<file path="config.mk">
export PLATFORM = sky130hd
export DESIGN_NAME = lane_align_sel_flat
export DESIGN_NICKNAME = d
export VERILOG_FILES = /design/src/rtl/lane_align_sel_if.sv /design/src/rtl/lane_align_sel.sv /design/src/flat_wrapper.sv
export SDC_FILE = /design/constraint.sdc
export NUM_CORES = 1
export LEC_CHECK = 0
export CAP_MARGIN = 10
export CORE_MARGIN = 2
export CORE_UTILIZATION = 46
export DETAILED_ROUTE_END_ITERATION = 10
export PLACE_DENSITY = 0.82
export SLEW_MARGIN = 20
export SYNTH_ARGS = -nofsm -noshare
export SYNTH_HDL_FRONTEND = slang
export SYNTH_SLANG_ARGS = --single-unit
</file>
<file path="constraint.sdc">
create_clock -name clk -period 3.6 [get_ports clk]
set_input_delay 0.9 -clock clk [delete_from_list [all_inputs] [get_ports clk]]
set_output_delay 0.9 -clock clk [all_outputs]
set_load 0.01 [all_outputs]
</file>
<file path="src/rtl/lane_align_sel_if.sv">
// Lane-alignment bus: candidate lanes in, selected lane and lock status out.
// The master side drives the lanes; the slave side is the aligner.
interface lane_align_sel_if #(
  parameter int NUM_CH = 16,
  parameter int DATA_W = 16
);
  localparam int CH_W = (NUM_CH > 1) ? $clog2(NUM_CH) : 1;

  logic [NUM_CH-1:0]        valid_in;
  logic [NUM_CH*DATA_W-1:0] datain;
  logic                     realign;
  logic                     valid;
  logic [DATA_W-1:0]        dataout;
  logic                     locked;
  logic [CH_W-1:0]          lock_ch;
  logic                     align_err;

  modport master (
    output valid_in, datain, realign,
    input  valid, dataout, locked, lock_ch, align_err
  );

  modport slave (
    input  valid_in, datain, realign,
    output valid, dataout, locked, lock_ch, align_err
  );
endinterface

</file>
<file path="src/rtl/lane_align_sel.sv">
// Lane aligner: counts sync words per shifted lane, locks onto the first lane to
// reach LOCK_LEVEL and forwards it. Define LANE_ALIGN_LOSS_DETECT_EN for loss-of-sync detection.
module lane_align_sel #(
  parameter int                NUM_CH       = 16,
  parameter int                DATA_W       = 16,
  parameter logic [DATA_W-1:0] SYNC_PATTERN = 16'b1000_0001_0111_1110,
  parameter int                LOCK_LEVEL   = 16,
  parameter int                SYNC_PERIOD  = 64,
  parameter int                MISS_LEVEL   = 4
) (
  input logic             clk,
  input logic             rst,
  lane_align_sel_if.slave bus
);
  localparam int CH_W  = (NUM_CH > 1) ? $clog2(NUM_CH) : 1;
  localparam int CNT_W = $clog2(LOCK_LEVEL + 1);
  localparam logic [CNT_W-1:0] LOCK_CNT  = CNT_W'(LOCK_LEVEL);
  localparam logic [CNT_W-1:0] LOCK_LAST = CNT_W'(LOCK_LEVEL - 1);

  if (NUM_CH < 2 || NUM_CH > 32 || DATA_W < 1 || LOCK_LEVEL < 1 || LOCK_LEVEL > 255 ||
      SYNC_PERIOD < 2 || SYNC_PERIOD > 1024 || MISS_LEVEL < 1 || MISS_LEVEL > 15) begin : g_bad_params
    $error("lane_align_sel: parameter out of legal range");
  end

  typedef enum logic {SEARCH = 1'b0, LOCKED = 1'b1} state_t;

  state_t            state_q;
  logic [CNT_W-1:0]  sync_cnt_q [NUM_CH];
  logic [CNT_W-1:0]  sync_cnt_d [NUM_CH];
  logic              valid_q;
  logic [DATA_W-1:0] dataout_q;
  logic              locked_q;
  logic [CH_W-1:0]   lock_ch_q;
  logic              align_err_q;

  logic [DATA_W-1:0] lane_word_s [NUM_CH];
  logic [NUM_CH-1:0] match_s;
  logic [NUM_CH-1:0] win_s;
  logic              win_any_s;
  logic [CH_W-1:0]   win_idx_s;
  logic              sel_valid_s;
  logic [DATA_W-1:0] sel_word_s;

  // Per-lane sync detection, saturating count and "this match completes the lock" flag.
  always_comb begin
    for (int i = 0; i < NUM_CH; i++) begin
      lane_word_s[i] = bus.datain[i*DATA_W +: DATA_W];
      match_s[i]     = bus.valid_in[i] && (lane_word_s[i] == SYNC_PATTERN);
      win_s[i]       = match_s[i] && (sync_cnt_q[i] == LOCK_LAST);
      if (match_s[i] && (sync_cnt_q[i] != LOCK_CNT)) begin
        sync_cnt_d[i] = sync_cnt_q[i] + CNT_W'(1);
      end else begin
        sync_cnt_d[i] = sync_cnt_q[i];
      end
    end
  end

  // Lowest-index winner among lanes completing lock this cycle.
  always_comb begin
    win_any_s = 1'b0;
    win_idx_s = '0;
    for (int i = 0; i < NUM_CH; i++) begin
      if (win_s[i] && !win_any_s) begin
        win_any_s = 1'b1;
        win_idx_s = CH_W'(i);
      end else begin
        win_any_s = win_any_s;
      end
    end
  end

  assign sel_valid_s = bus.valid_in[lock_ch_q];
  assign sel_word_s  = lane_word_s[lock_ch_q];

`ifdef LANE_ALIGN_LOSS_DETECT_EN
  localparam int WC_W = $clog2(SYNC_PERIOD);
  localparam logic [WC_W-1:0] WC_LAST = WC_W'(SYNC_PERIOD - 1);

  logic [WC_W-1:0] word_cnt_q;
  logic [3:0]      miss_cnt_q;
  logic            at_sync_pos_s;
  logic            miss_hit_s;
  logic            lose_s;

  // Expected sync slot is the last word of each frame counted from the winning sync.
  always_comb begin
    at_sync_pos_s = sel_valid_s && (word_cnt_q == WC_LAST);
    miss_hit_s    = at_sync_pos_s && (sel_word_s != SYNC_PATTERN);
    lose_s        = miss_hit_s && ((miss_cnt_q + 4'd1) == 4'(MISS_LEVEL));
  end
`endif

  // Search/lock FSM with registered outputs.
  always_ff @(posedge clk) begin
    if (rst) begin
      state_q     <= SEARCH;
      valid_q     <= 1'b0;
      dataout_q   <= '0;
      locked_q    <= 1'b0;
      lock_ch_q   <= '0;
      align_err_q <= 1'b0;
      for (int i = 0; i < NUM_CH; i++) sync_cnt_q[i] <= '0;
`ifdef LANE_ALIGN_LOSS_DETECT_EN
      word_cnt_q  <= '0;
      miss_cnt_q  <= 4'd0;
`endif
    end else if (bus.realign) begin
      state_q     <= SEARCH;
      valid_q     <= 1'b0;
      dataout_q   <= '0;
      locked_q    <= 1'b0;
      lock_ch_q   <= '0;
      align_err_q <= 1'b0;
      for (int i = 0; i < NUM_CH; i++) sync_cnt_q[i] <= '0;
`ifdef LANE_ALIGN_LOSS_DETECT_EN
      word_cnt_q  <= '0;
      miss_cnt_q  <= 4'd0;
`endif
    end else begin
      align_err_q <= 1'b0;
      case (state_q)
        SEARCH: begin
          valid_q   <= 1'b0;
          dataout_q <= '0;
          if (win_any_s) begin
            state_q   <= LOCKED;
            locked_q  <= 1'b1;
            lock_ch_q <= win_idx_s;
            for (int i = 0; i < NUM_CH; i++) sync_cnt_q[i] <= '0;
`ifdef LANE_ALIGN_LOSS_DETECT_EN
            word_cnt_q <= '0;
            miss_cnt_q <= 4'd0;
`endif
          end else begin
            locked_q <= 1'b0;
            for (int i = 0; i < NUM_CH; i++) sync_cnt_q[i] <= sync_cnt_d[i];
          end
        end
        LOCKED: begin
          for (int i = 0; i < NUM_CH; i++) sync_cnt_q[i] <= '0;
`ifdef LANE_ALIGN_LOSS_DETECT_EN
          if (lose_s) begin
            state_q     <= SEARCH;
            locked_q    <= 1'b0;
            valid_q     <= 1'b0;
            dataout_q   <= '0;
            lock_ch_q   <= '0;
            align_err_q <= 1'b1;
            word_cnt_q  <= '0;
            miss_cnt_q  <= 4'd0;
          end else begin
            locked_q <= 1'b1;
            valid_q  <= sel_valid_s;
            if (sel_valid_s) begin
              dataout_q  <= sel_word_s;
              word_cnt_q <= (word_cnt_q == WC_LAST) ? '0 : word_cnt_q + WC_W'(1);
              if (at_sync_pos_s) begin
                miss_cnt_q <= miss_hit_s ? miss_cnt_q + 4'd1 : 4'd0;
              end
            end
          end
`else
          locked_q <= 1'b1;
          valid_q  <= sel_valid_s;
          if (sel_valid_s) begin
            dataout_q <= sel_word_s;
          end
`endif
        end
        default: begin
          state_q   <= SEARCH;
          valid_q   <= 1'b0;
          dataout_q <= '0;
          locked_q  <= 1'b0;
          lock_ch_q <= '0;
        end
      endcase
    end
  end

  assign bus.valid     = valid_q;
  assign bus.dataout   = dataout_q;
  assign bus.locked    = locked_q;
  assign bus.lock_ch   = lock_ch_q;
  assign bus.align_err = align_err_q;
endmodule

</file>
<file path="src/flat_wrapper.sv">
// flat-port wrapper written by rule: the top's interface ports become plain ports
module lane_align_sel_flat 
#(
  parameter int                NUM_CH       = 16,
  parameter int                DATA_W       = 16,
  parameter logic [DATA_W-1:0] SYNC_PATTERN = 16'b1000_0001_0111_1110,
  parameter int                LOCK_LEVEL   = 16,
  parameter int                SYNC_PERIOD  = 64,
  parameter int                MISS_LEVEL   = 4
)
  (clk, rst, bus_valid_in, bus_datain, bus_realign, bus_valid, bus_dataout, bus_locked, bus_lock_ch, bus_align_err);
  lane_align_sel_if #(.NUM_CH(NUM_CH), .DATA_W(DATA_W)) bus_i ();
  input logic clk;
  input logic rst;
  input wire logic [$bits(bus_i.valid_in)-1:0] bus_valid_in;
  input wire logic [$bits(bus_i.datain)-1:0] bus_datain;
  input wire logic [$bits(bus_i.realign)-1:0] bus_realign;
  output wire logic [$bits(bus_i.valid)-1:0] bus_valid;
  output wire logic [$bits(bus_i.dataout)-1:0] bus_dataout;
  output wire logic [$bits(bus_i.locked)-1:0] bus_locked;
  output wire logic [$bits(bus_i.lock_ch)-1:0] bus_lock_ch;
  output wire logic [$bits(bus_i.align_err)-1:0] bus_align_err;
  assign bus_i.valid_in = bus_valid_in;
  assign bus_i.datain = bus_datain;
  assign bus_i.realign = bus_realign;
  assign bus_valid = bus_i.valid;
  assign bus_dataout = bus_i.dataout;
  assign bus_locked = bus_i.locked;
  assign bus_lock_ch = bus_i.lock_ch;
  assign bus_align_err = bus_i.align_err;
  lane_align_sel #(.NUM_CH(NUM_CH), .DATA_W(DATA_W), .SYNC_PATTERN(SYNC_PATTERN), .LOCK_LEVEL(LOCK_LEVEL), .SYNC_PERIOD(SYNC_PERIOD), .MISS_LEVEL(MISS_LEVEL)) u_core (.clk(clk), .rst(rst), .bus(bus_i));
endmodule
</file>
; ---- Yosys cells after proc, flatten, opt, wreduce, memory -nomap -nowiden
; Memories as Yosys holds them, arrays and structs flattened.
; Cells that the tools add are included.
; Widths: inputs -> output; s select.
[op_classes]
n_addsub = 16
multipliers = 0
n_div = 0
order_cmp = 2
eq_ne = 49
shift = 0
muxes = 140
bitwise = 66
reduce_logical = 80
[ops]
columns = op, n
row1 = $mux 5, 80
row2 = $eq 16x16->1 const B, 16
row3 = $add 5x1->5 const B, 16
row4 = $eq 5x4->1 const B, 16
row5 = $ne 5x5->1 const B, 16
row6 = $bmux 16 s4, 1
row7 = $or 1x1->1, 64
row8 = $logic_and 1x1->1, 63
row9 = $mux 16, 3
row10 = $mux 1, 38
row11 = $mux 4, 8
row12 = $pmux 16 s2, 1
row13 = $logic_not 1->1, 15
row14 = $mux 3, 4
row15 = $ge 5x5->1 const B, 1
row16 = $lt 4x5->1 const B, 1
row17 = $not 4->5, 1
row18 = $bmux 1 s4, 1
row19 = $mux 2, 2
row20 = $pmux 1 s2, 2
row21 = $ne 2x2->1 const B, 1
row22 = $reduce_and 2->1, 1
row23 = $reduce_or 2->1, 1
row24 = $not 1->1, 1
[word_totals]
register_bits = 23
latch_bits = 0
ramBits = 80
rom_bits = 0
input_bits = 275
output_inout_bits = 23
wordCells = 359
mem_count = 1
[mem_list]
columns = name, words, width, read_ports, rd_clocked_by_memory_dff, wr, line_no
row1 = u_core.sync_cnt_q, 16, 5, 16, 0, 16, lane_align_sel.sv:28  ; logic [CNT_W-1:0] sync_cnt_q [NUM_CH];

; ---- Logic depth before layout (Yosys ltp)
; Gate-level depths: netlist of run 1.
[depth]
depth_word = 57
ltp_mapped = 10

; ---- Worst setup path after synthesis of run 1
; OpenSTA, ideal clock, no wires.
[synth_path]
path_type = in2reg
startpoint = in bus_datain[58]
endpoint = mem u_core.sync_cnt_q[0][15] (netlist name) (enable)
arrival_time_ps = 2861
required_ps = 3224
path_slack_ps = 363
cell_stages = 8
path_buffers = 1
path_cell_list = or4b_1 or4_4 o2bb2ai_4 nor4_1 and3_4 and2_1 buf_6 o31ai_1
[synth_rtl]
columns = item, line_no
row1 = start: declaration, flat_wrapper.sv:16  ; input wire logic [$bits(bus_i.datain)-1:0] bus_datain;
row2 = end: declaration, lane_align_sel.sv:28

==> qor.yml, run 1 <==
syn_area_per_cell_um2: 10.85
fmax_mhz: 285.4
synthMuxAreaShare_pct: 26.59
grt-ovfl-total: 0
synth_area_leaders: "mux4_2 24%, dfxtp_1 15%, edfxtp_1 15%, ha_1 7.4%, nor2_1 5.1%"
startpoint_type: "input pin"
multiInputGateArea_um2: 5316
synth_xor_xnor_area_share_pct: 4.304
gp_congestion: 1.008
synth-seq-area-share_pct: 30.00
ys_ff_latch: 102
cts_tree: "done"
synth-compound-area-share_pct: 4.872
drv_slew: 0
syn_nets: 1073
portBuffers: 296
critPathArrivalTime_ps: 3540
crit_chain: "clkdlybuf4s50_1 > or4b_2 > nor4_1 > buf_4 > a32o_1 > nor2_1 > and3_4 > and2_1 > buf_4 > o21ai_2"
path_class: "in2reg"
grt_max_degree: 31
synthArstFlopShare_pct: 0
area_growth_pct: 48.08
hold_path_depth: 2
utilization_pct: 69.69
fin_worst_hold_slack_ps: 496.2
fp-row-count: 48
cpMostUsedCell: "buf_4"
worst_path_max_delay_cell: "or4b_2"
yosysTopAreaCell: "mux4_2"
start_util_pct: 47.06
rsz0062_at_grt: "false"
yosysMostFrequentCell: "nor2_1"
routed_wl_mm: 31.91
clock-root-buffer: "clkbuf_16"
fin_nets: 1413
yosys.area_share.simple_pct: 22.12
leakage_nw: 4.334
avgViaCountPerCell: 6.252
grt_pass1_wl_mm: 46.66
num_io_pins: 298
synth-edff-count: 40
reg2reg_slack_ps: 420
synth_commonest_cells: "111 x nor2_1, 85 x mux4_2, 62 x dfxtp_1, 52 x inv_1, 48 x ha_1"
antenna_left: 0
syn_area_um2: 8140
seq_area_um2: 2447
tightest_slew_ps: 787.3
synth_top_family_by_area: "multiplexers"
cts_made_buffers: 9
finalClockSkew_ps: 11.16
hold_end: "u_core.bus.dataout[0]$_SDFFE_PP0P_"
htreeDepth: 3
firstDrtPassIters: 5
wl_per_cell_um: 24.17
clockBufferDepth: 2
clkTransAtPathRegs_ps: 70
reg2reg_depth: 10
critPathTopFamily: "simple AND/OR/NAND/NOR gates"
synthAdderAreaFrac_pct: 7.378
hold_viol: 0
coreArea_um2: 17300
synthFlopType: "dfxtp_1"
clock_sinks: 102
r2r-start: "u_core.sync_cnt_q[0][5]$_SDFFCE_PP0P_"
power_per_cell_area_nw_per_um2: 241.3
crit_buf_inv: 3
die-width_um: 137.0
peakVddDrop_uv: 232.8
critPathCaptureType: "flop"
drc: 0
hp-start: "u_core.bus.dataout[0]$_SDFFE_PP0P_"
setup_ws_ps: 96.36
dp_hpwl_mm: 26.67
drive_gt1_share_pct: 16.80
synth_cells: 750
timing.rr.end: "u_core.sync_cnt_q[1][4]$_SDFFCE_PP0P_"
grt_pass1_vias: 8223
antenna_found_initial: 1
place_ws_ps: -285.3
fin_crit_sh_pct: 97.32
yosys_warnings: 0
num_vias: 8252
slew_headroom_pct: 47.07
dieArea_um2: 18780
fin_crit_ps: 3504
setup_viol: 0
min_path_type: "reg2reg"
grt_usage_pct: 33.73
drt_iter0_drc: 828
cap_violations: 0
run_status: "complete, no violations"
required_ps: 3630
cp_max_fo: 7
synth_top_area_share_pct: 23.52
slowest_delay_ps: 630
antenna-diode-count: 0
clock_latency_ps: 360
nFillCells: 1246
synth_cell_type_count: 60
die_y_um: 137.0
## through the flow
step                      cells  area [um^2]  TNS (ps)  power, mW
final                      1320        12050         0      2.909
after global routing       1320        12050         0      2.986
after CTS                  1320        12050         0      2.902
after detailed placement   1304        11760    -23600      1.951
after global placement     1304        11760    -14960      1.940
after floorplan             750         8140         0      1.493
## cell families after synthesis
kind of cell    count (synthesis)
compound gates                 46
xor+xnor                       40
fa+ha+maj                      48
buf+inv                        87
flops                         102
mux                           110
other cells                     1
simple gates                  316
## timing repair
action,CTS,global route
setup buffers,0,0
hold buffers,0,0
resized for setup,0,1
endpoints found under the setup margin,0,6
## area by class of cell
class,count,area share (%)
Inverter,53,1.650
Clock buffer,11,2.107
Timing Repair Buffer,363,29.19
Clock inverter,5,0.3114
Multi-Input combinational cell,561,44.10
Sequential cell,102,20.30
Tap cell,225,2.335
## registers in the layout, summed over array words and instances, names as in the netlist
register            count
u_core.sync_cnt_q      80
u_core.bus.lock_ch      4
u_core.bus.valid        1
u_core.bus.locked       1
u_core.bus.dataout     16
## report_power, final
part	total [mW]	switching, mW	internal (mW)
Sequential	1.28	0.0353	1.24
Combinational	0.671	0.253	0.417
Clock	0.963	0.445	0.519
## layer usage
| layer | vias to the layer above | track usage, % | share of wire, % |
|---|---|---|---|
| met5 | - | 0 | 0.041 |
| li1 | 3574 | - | - |
| met2 | 593 | 51.41 | 44 |
| met4 | 2 | 15.81 | 5.1 |
| met3 | 132 | 12.70 | 14 |
| met1 | 3951 | 42.35 | 38 |
## how the worst max path moves through the flow
stage,startpoint,cells past startpoint,endpoint
global route,bus_datain[88],10,u_core.sync_cnt_q[0][22]$_SDFFCE_PP0P_
floorplan,bus_datain[58],8,u_core.sync_cnt_q[0][15]$_SDFFCE_PP0P_
finish,bus_datain[88],10,u_core.sync_cnt_q[0][27]$_SDFFCE_PP0P_
detailed placement,bus_valid_in[3],9,u_core.sync_cnt_q[0][12]$_SDFFCE_PP0P_
global placement,bus_valid_in[3],9,u_core.sync_cnt_q[0][28]$_SDFFCE_PP0P_
CTS,bus_valid_in[3],9,u_core.sync_cnt_q[0][29]$_SDFFCE_PP0P_
## tightest hold or removal path, delay by kind of cell, from the launching register on
| family | cells | cell delay, ps |
|---|---|---|
| flops | 1 | 330 |
| simple gates | 1 | 70 |
| mux | 1 | 60 |
## layout by cell type, fill, tap and decap left out, types with 8 or more instances in the layout
master           count
clkdlybuf4s50_1    295
nor2_1             111
mux2i_1             25
a211oi_1             8
nand4b_1            14
nor4bb_1            12
nand3_1             26
edfxtp_1            40
clkbuf_16           10
nand2_1             30
xor2_1              24
ha_1                48
xnor2_1             16
nor3_1              11
buf_4               63
and3_1              34
dfxtp_1             60
nor4b_1             20
nand4_1             18
nor4_1               8
mux4_2              85
inv_1               52
No activity file was read; power rests on OpenSTA's default activity.
==> inputs of run 2 (changes only) <==
==> constraint.sdc (replaced) <==
create_clock -name clk -period 3.9 [get_ports clk]
set_input_delay 0.975 -clock clk [delete_from_list [all_inputs] [get_ports clk]]
set_output_delay 0.975 -clock clk [all_outputs]
set_load 0.01 [all_outputs]
==> run 2 against run 1 <==
Critical path depth is 1 lower. Register-to-register slack better by 500 ps. Clock-buffer cell count is 1 lower. Sequential cell count stayed put. Global-route usage is 0.10 points higher. Cell area is 1.9% lower. Routed wire length hardly changed. Sequential share of layout area is 0.39 points higher. Die area stayed put. Sequential power is 8% lower.
==> qor.yml, run 2 (synthesis results as in run 1) <==
reg2reg_depth: 9
slowest_delay_ps: 610
setup_ws_ps: 259.9
drc: 0
die-width_um: 137.0
clockBufferDepth: 2
antenna_left: 0
firstDrtPassIters: 5
nFillCells: 1338
drt_iter0_drc: 1021
min_path_type: "reg2reg"
peakVddDrop_uv: 249.1
reg2reg_slack_ps: 920
cts_resized: 0
fin_area_um2: 11830
r2r-start: "u_core.sync_cnt_q[0][10]$_SDFFCE_PP0P_"
path_class: "in2reg"
area_growth_pct: 45.28
final_cell_mix: "296 x clkdlybuf4s50_1, 111 x nor2_1, 85 x mux4_2"
htreeDepth: 3
required_ps: 3930
drive_gt1_share_pct: 14.77
fin_nets: 1388
wl_per_cell_um: 24.61
hold_path_depth: 2
grt_pass1_wl_mm: 46.64
largest_register_ffs: 80
fin_crit_ps: 3640
leakage_nw: 4.182
power_per_cell_area_nw_per_um2: 223.4
startpoint_type: "input pin"
rsz0062_at_grt: "false"
dieArea_um2: 18780
run_status: "complete, no violations"
gp_congestion: 1.002
grt_pass1_vias: 8113
slew_headroom_pct: 33.43
place_ws_ps: -29.10
hold_viol: 0
clock_latency_ps: 360
crit_buf_inv: 2
routed_wl_mm: 31.90
drv_slew: 0
grt_max_degree: 41
post_cts_buffers: 0
grt_usage_pct: 33.83
cap_violations: 0
num_io_pins: 298
finalClockSkew_ps: 11.48
ctsHoldBuffers: 0
setup-tns-final_ps: 0
setup_viol: 0
clkTransAtPathRegs_ps: 70
cts_tree: "done"
hp-start: "u_core.sync_cnt_q[1][9]$_SDFFE_PP0P_"
mostFrequentLayoutCell: "clkdlybuf4s50_1"
tightest_slew_ps: 996.2
multiInputGateArea_um2: 5316
start_util_pct: 47.06
fmax_mhz: 274.7
worst_path_max_delay_cell: "clkdlybuf4s50_1"
seq_area_um2: 2447
coreArea_um2: 17300
crit_chain: "clkdlybuf4s50_1 > or4bb_1 > or4_4 > o2bb2ai_4 > nor4_1 > and3_4 > and2_1 > buf_4 > o21ai_2"
hold_end: "u_core.sync_cnt_q[1][9]$_SDFFE_PP0P_"
clock_sinks: 102
cp_max_fo: 6
timing.rr.end: "u_core.sync_cnt_q[0][19]$_SDFFCE_PP0P_"
die_y_um: 137.0
largest-register: "u_core.sync_cnt_q"
antenna_found_initial: 0
clock-root-buffer: "clkbuf_16"
fp-row-count: 48
dp_hpwl_mm: 26.30
avgViaCountPerCell: 6.252
fin_crit_sh_pct: 93.34
portBuffers: 296
num_vias: 8103
cts_made_buffers: 9
fin_worst_hold_slack_ps: 514.0
place_area_um2: 11550
critPathTopFamily: "simple AND/OR/NAND/NOR gates"
critPathArrivalTime_ps: 3670
critPathCaptureType: "flop"
grt-ovfl-total: 0
-- run 2: changes by cell type in the layout (fill, tap and decap cells not counted) --
cell and delta:
clkinv_2 -1, clkdlybuf4s50_1 +1, dlymetal6s2s_1 -1, clkinvlp_4 +2
buf_12 -2, inv_4 -2, diode_2 +1, buf_4 -23
inv_6 -1, clkinv_4 +2, clkbuf_16 -1, clkinv_1 +1
-- run 2: how the worst max path moves through the flow --
stage	startpoint	endpoint	slack (ps)	depth (start not counted)
CTS	bus_valid_in[3]	u_core.sync_cnt_q[0][25]$_SDFFCE_PP0P_	330	9
global route	bus_datain[139]	u_core.sync_cnt_q[0][25]$_SDFFCE_PP0P_	190	9
global placement	bus_valid_in[3]	u_core.sync_cnt_q[0][27]$_SDFFCE_PP0P_	20	9
finish	bus_valid_in[3]	u_core.sync_cnt_q[0][27]$_SDFFCE_PP0P_	260	9
floorplan	bus_datain[58]	u_core.sync_cnt_q[0][15]$_SDFFCE_PP0P_	590	8
detailed placement	bus_valid_in[3]	u_core.sync_cnt_q[0][25]$_SDFFCE_PP0P_	-30	9
-- run 2: worst reg2reg max path: cells and delay by family, from the launching register on --
kind | cells | cell delay, ps
AO/OA/AOI/OAI | 2 | 420
adder cells (fa/ha/maj) | 2 | 460
flip-flops | 1 | 450
AND/OR/NAND/NOR | 5 | 1350
-- run 2: through the flow --
step	power, mW	std cells	util (%)
6_report	2.642	1296	68.37
5_1_grt	2.722	1295	68.36
4_1_cts	2.628	1295	68.36
3_5_place_dp	1.788	1279	66.76
3_3_place_gp	1.777	1279	66.76
2_1_floorplan	1.378	750	-
-- run 2: per-layer routing --
metal | vias up | GRT usage (%) | share of wire [%]
met1 | 3928 | 43.88 | 38
met5 | - | 0 | 0
met4 | 0 | 14.38 | 4.2
met2 | 560 | 52.13 | 44
li1 | 3527 | - | -
met3 | 88 | 10.74 | 13
-- run 2: area by class of cell --
class / count / area share (%)
clock buffer: 10 / 1.936
sequential: 102 / 20.69
clock inverter: 6 / 0.4020
tap: 225 / 2.380
multi-input combinational: 561 / 44.95
antenna: 1 / 0.02116
timing repair buffer: 338 / 27.93
inverter: 53 / 1.682
-- run 2: power by group --
group          leakage (nW)  total, mW  switching (mW)  internal (mW)
Clock                 0.128      0.858           0.420          0.438
Combinational          3.10      0.606           0.231          0.376
Sequential            0.951       1.18          0.0333           1.14
==> inputs of run 3 (changes only) <==
--- a/config.mk
+++ b/config.mk
@@ -5,11 +5,13 @@
 export SDC_FILE = /design/constraint.sdc
 export NUM_CORES = 1
 export LEC_CHECK = 0
+export ABC_CLOCK_PERIOD_IN_PS = 3900
 export CAP_MARGIN = 10
 export CORE_MARGIN = 2
 export CORE_UTILIZATION = 46
 export DETAILED_ROUTE_END_ITERATION = 10
-export PLACE_DENSITY = 0.82
+export PLACE_DENSITY_LB_ADDON = 0.12
+export SKIP_LAST_GASP = 1
 export SLEW_MARGIN = 20
 export SYNTH_ARGS = -nofsm -noshare
 export SYNTH_HDL_FRONTEND = slang
==> run 3 against run 2 <==
Worst setup slack gained 19 ps. Combinational power is essentially flat. Register-to-register slack barely moved. Core utilization rose by 0.46 points. Largest power group unchanged. Critical endpoint is now u_core.sync_cnt_q[0][20]$_SDFFCE_PP0P_.
==> qor.yml, run 3 (synthesis results as in run 1) <==
run_status: "complete, no violations"
largest-register: "u_core.sync_cnt_q"
coreArea_um2: 17300
fp-row-count: 48
final_cell_mix: "296 x clkdlybuf4s50_1, 111 x nor2_1, 85 x mux4_2"
wl_per_cell_um: 23.65
worstSetupStartpoint: "bus_valid_in[3]"
ctsHoldBuffers: 0
hold_path_depth: 2
rsz0062_at_grt: "false"
nFillCells: 1356
r2r-start: "u_core.sync_cnt_q[1][30]$_SDFFE_PP0P_"
fin_area_um2: 11910
mostFrequentLayoutCell: "clkdlybuf4s50_1"
hold_end: "u_core.bus.dataout[6]$_SDFFE_PP0P_"
start_util_pct: 47.06
fin_crit_ps: 3621
critPathCaptureType: "flop"
post_cts_buffers: 0
die-width_um: 137.0
p_clk_share_pct: 34.2
place_area_um2: 11600
min_path_type: "reg2reg"
antenna-diode-count: 0
cp_max_fo: 6
slew_headroom_pct: 35.36
p_seq_share_pct: 43.5
area_growth_pct: 46.26
avgViaCountPerCell: 6.100
hp-start: "u_core.bus.dataout[6]$_SDFFE_PP0P_"
htreeDepth: 3
internal_power_mw: 2.060
cap_violations: 0
hold_viol: 0
fin_crit_sh_pct: 92.85
num_io_pins: 298
portBuffers: 296
clkTransAtPathRegs_ps: 80
reg2reg_slack_ps: 910
startpoint_type: "input pin"
cts_resized: 0
fin_worst_hold_slack_ps: 498.9
peakVddDrop_uv: 173.5
power_frac_comb_pct: 22.3
antenna_left: 0
p_sw_uw: 644.7
cts_tree: "done"
finalClockSkew_ps: 14.28
drt_iter0_drc: 781
clock-root-buffer: "clkbuf_16"
largest_register_ffs: 80
firstDrtPassIters: 5
routed_wl_mm: 30.72
reg2reg_depth: 12
grt_usage_pct: 33.10
gp_congestion: 0.9780
clock_sinks: 102
power_per_cell_area_nw_per_um2: 227.2
antenna_found_initial: 1
dieArea_um2: 18780
grt_pass1_vias: 7787
num_vias: 7924
setup_viol: 0
clock_latency_ps: 350
critPathArrivalTime_ps: 3650
cts_made_buffers: 9
drv_slew: 0
grt_max_degree: 39
fmax_mhz: 276.2
fin_nets: 1392
path_class: "in2reg"
required_ps: 3930
leakage_nw: 4.221
die_y_um: 137.0
timing.rr.end: "u_core.sync_cnt_q[1][9]$_SDFFE_PP0P_"
dp_hpwl_mm: 26.03
grt-ovfl-total: 0
grt_pass1_wl_mm: 45.17
drc: 0
clockBufferDepth: 2
power_switching_share_pct: 23.83
tightest_slew_ps: 967.3
drive_gt1_share_pct: 14.99
[run 3: layout make-up]
cell class                 count  area, um^2  share of cell area [%]
timing repair buffer         342        3358                   28.21
sequential                   102        2447                   20.55
clock inverter                 3       42.54                  0.3573
inverter                      53       198.9                   1.671
clock buffer                  13       261.5                   2.196
multi-input combinational    561        5316                   44.65
tap                          225       281.5                   2.364
[run 3: layer usage]
metal / vias up / share of wire (%) / wire length (um) / track usage, %
met3: 76 / 12 / 3543 / 9.778
met1: 3852 / 41 / 12590 / 44.20
li1: 3528 / - / - / -
met5: - / 0.052 / 16 / 0
met4: 2 / 3.9 / 1198 / 13.52
met2: 466 / 44 / 13370 / 50.39
[run 3: worst max path at each step]
stage / endpoint / cells past startpoint / slack, ps
floorplan: u_core.sync_cnt_q[0][15]$_SDFFCE_PP0P_ / 8 / 590
global placement: u_core.sync_cnt_q[0][20]$_SDFFCE_PP0P_ / 9 / -40
detailed placement: u_core.sync_cnt_q[0][29]$_SDFFCE_PP0P_ / 9 / -50
CTS: u_core.sync_cnt_q[0][10]$_SDFFCE_PP0P_ / 9 / 320
global route: u_core.sync_cnt_q[0][23]$_SDFFCE_PP0P_ / 9 / 240
finish: u_core.sync_cnt_q[0][20]$_SDFFCE_PP0P_ / 9 / 280
[run 3: per-stage QoR]
stage / setup WS [ps] / total power, mW / util, % / cells / TNS (ps)
floorplan: 588.2 / 1.378 / - / 750 / 0
global placement: -40.90 / 1.784 / 67.08 / 1283 / -754.0
detailed placement: -51.48 / 1.790 / 67.08 / 1283 / -1393
CTS: 316.0 / 2.706 / 68.84 / 1299 / 0
global route: 236.9 / 2.800 / 68.84 / 1299 / 0
finish: 278.9 / 2.705 / 68.84 / 1299 / 0
[run 3: power groups by stage]
stage	logic, mW	clock network, mW	registers [mW]
after floorplan	0.186	0	1.19
after global placement	0.586	0	1.20
after detailed placement	0.590	0	1.20
after CTS	0.595	0.935	1.18
after global routing	0.635	0.984	1.18
final	0.604	0.924	1.18
[run 3: critical path, stage by stage]
cell             delay [ps]
clkdlybuf4s50_1         600
or4bb_1                 540
or4_4                   540
o2bb2ai_4               160
nor4_1                   80
and3_4                  170
and2_1                  250
buf_4                   200
o21ai_2                 120
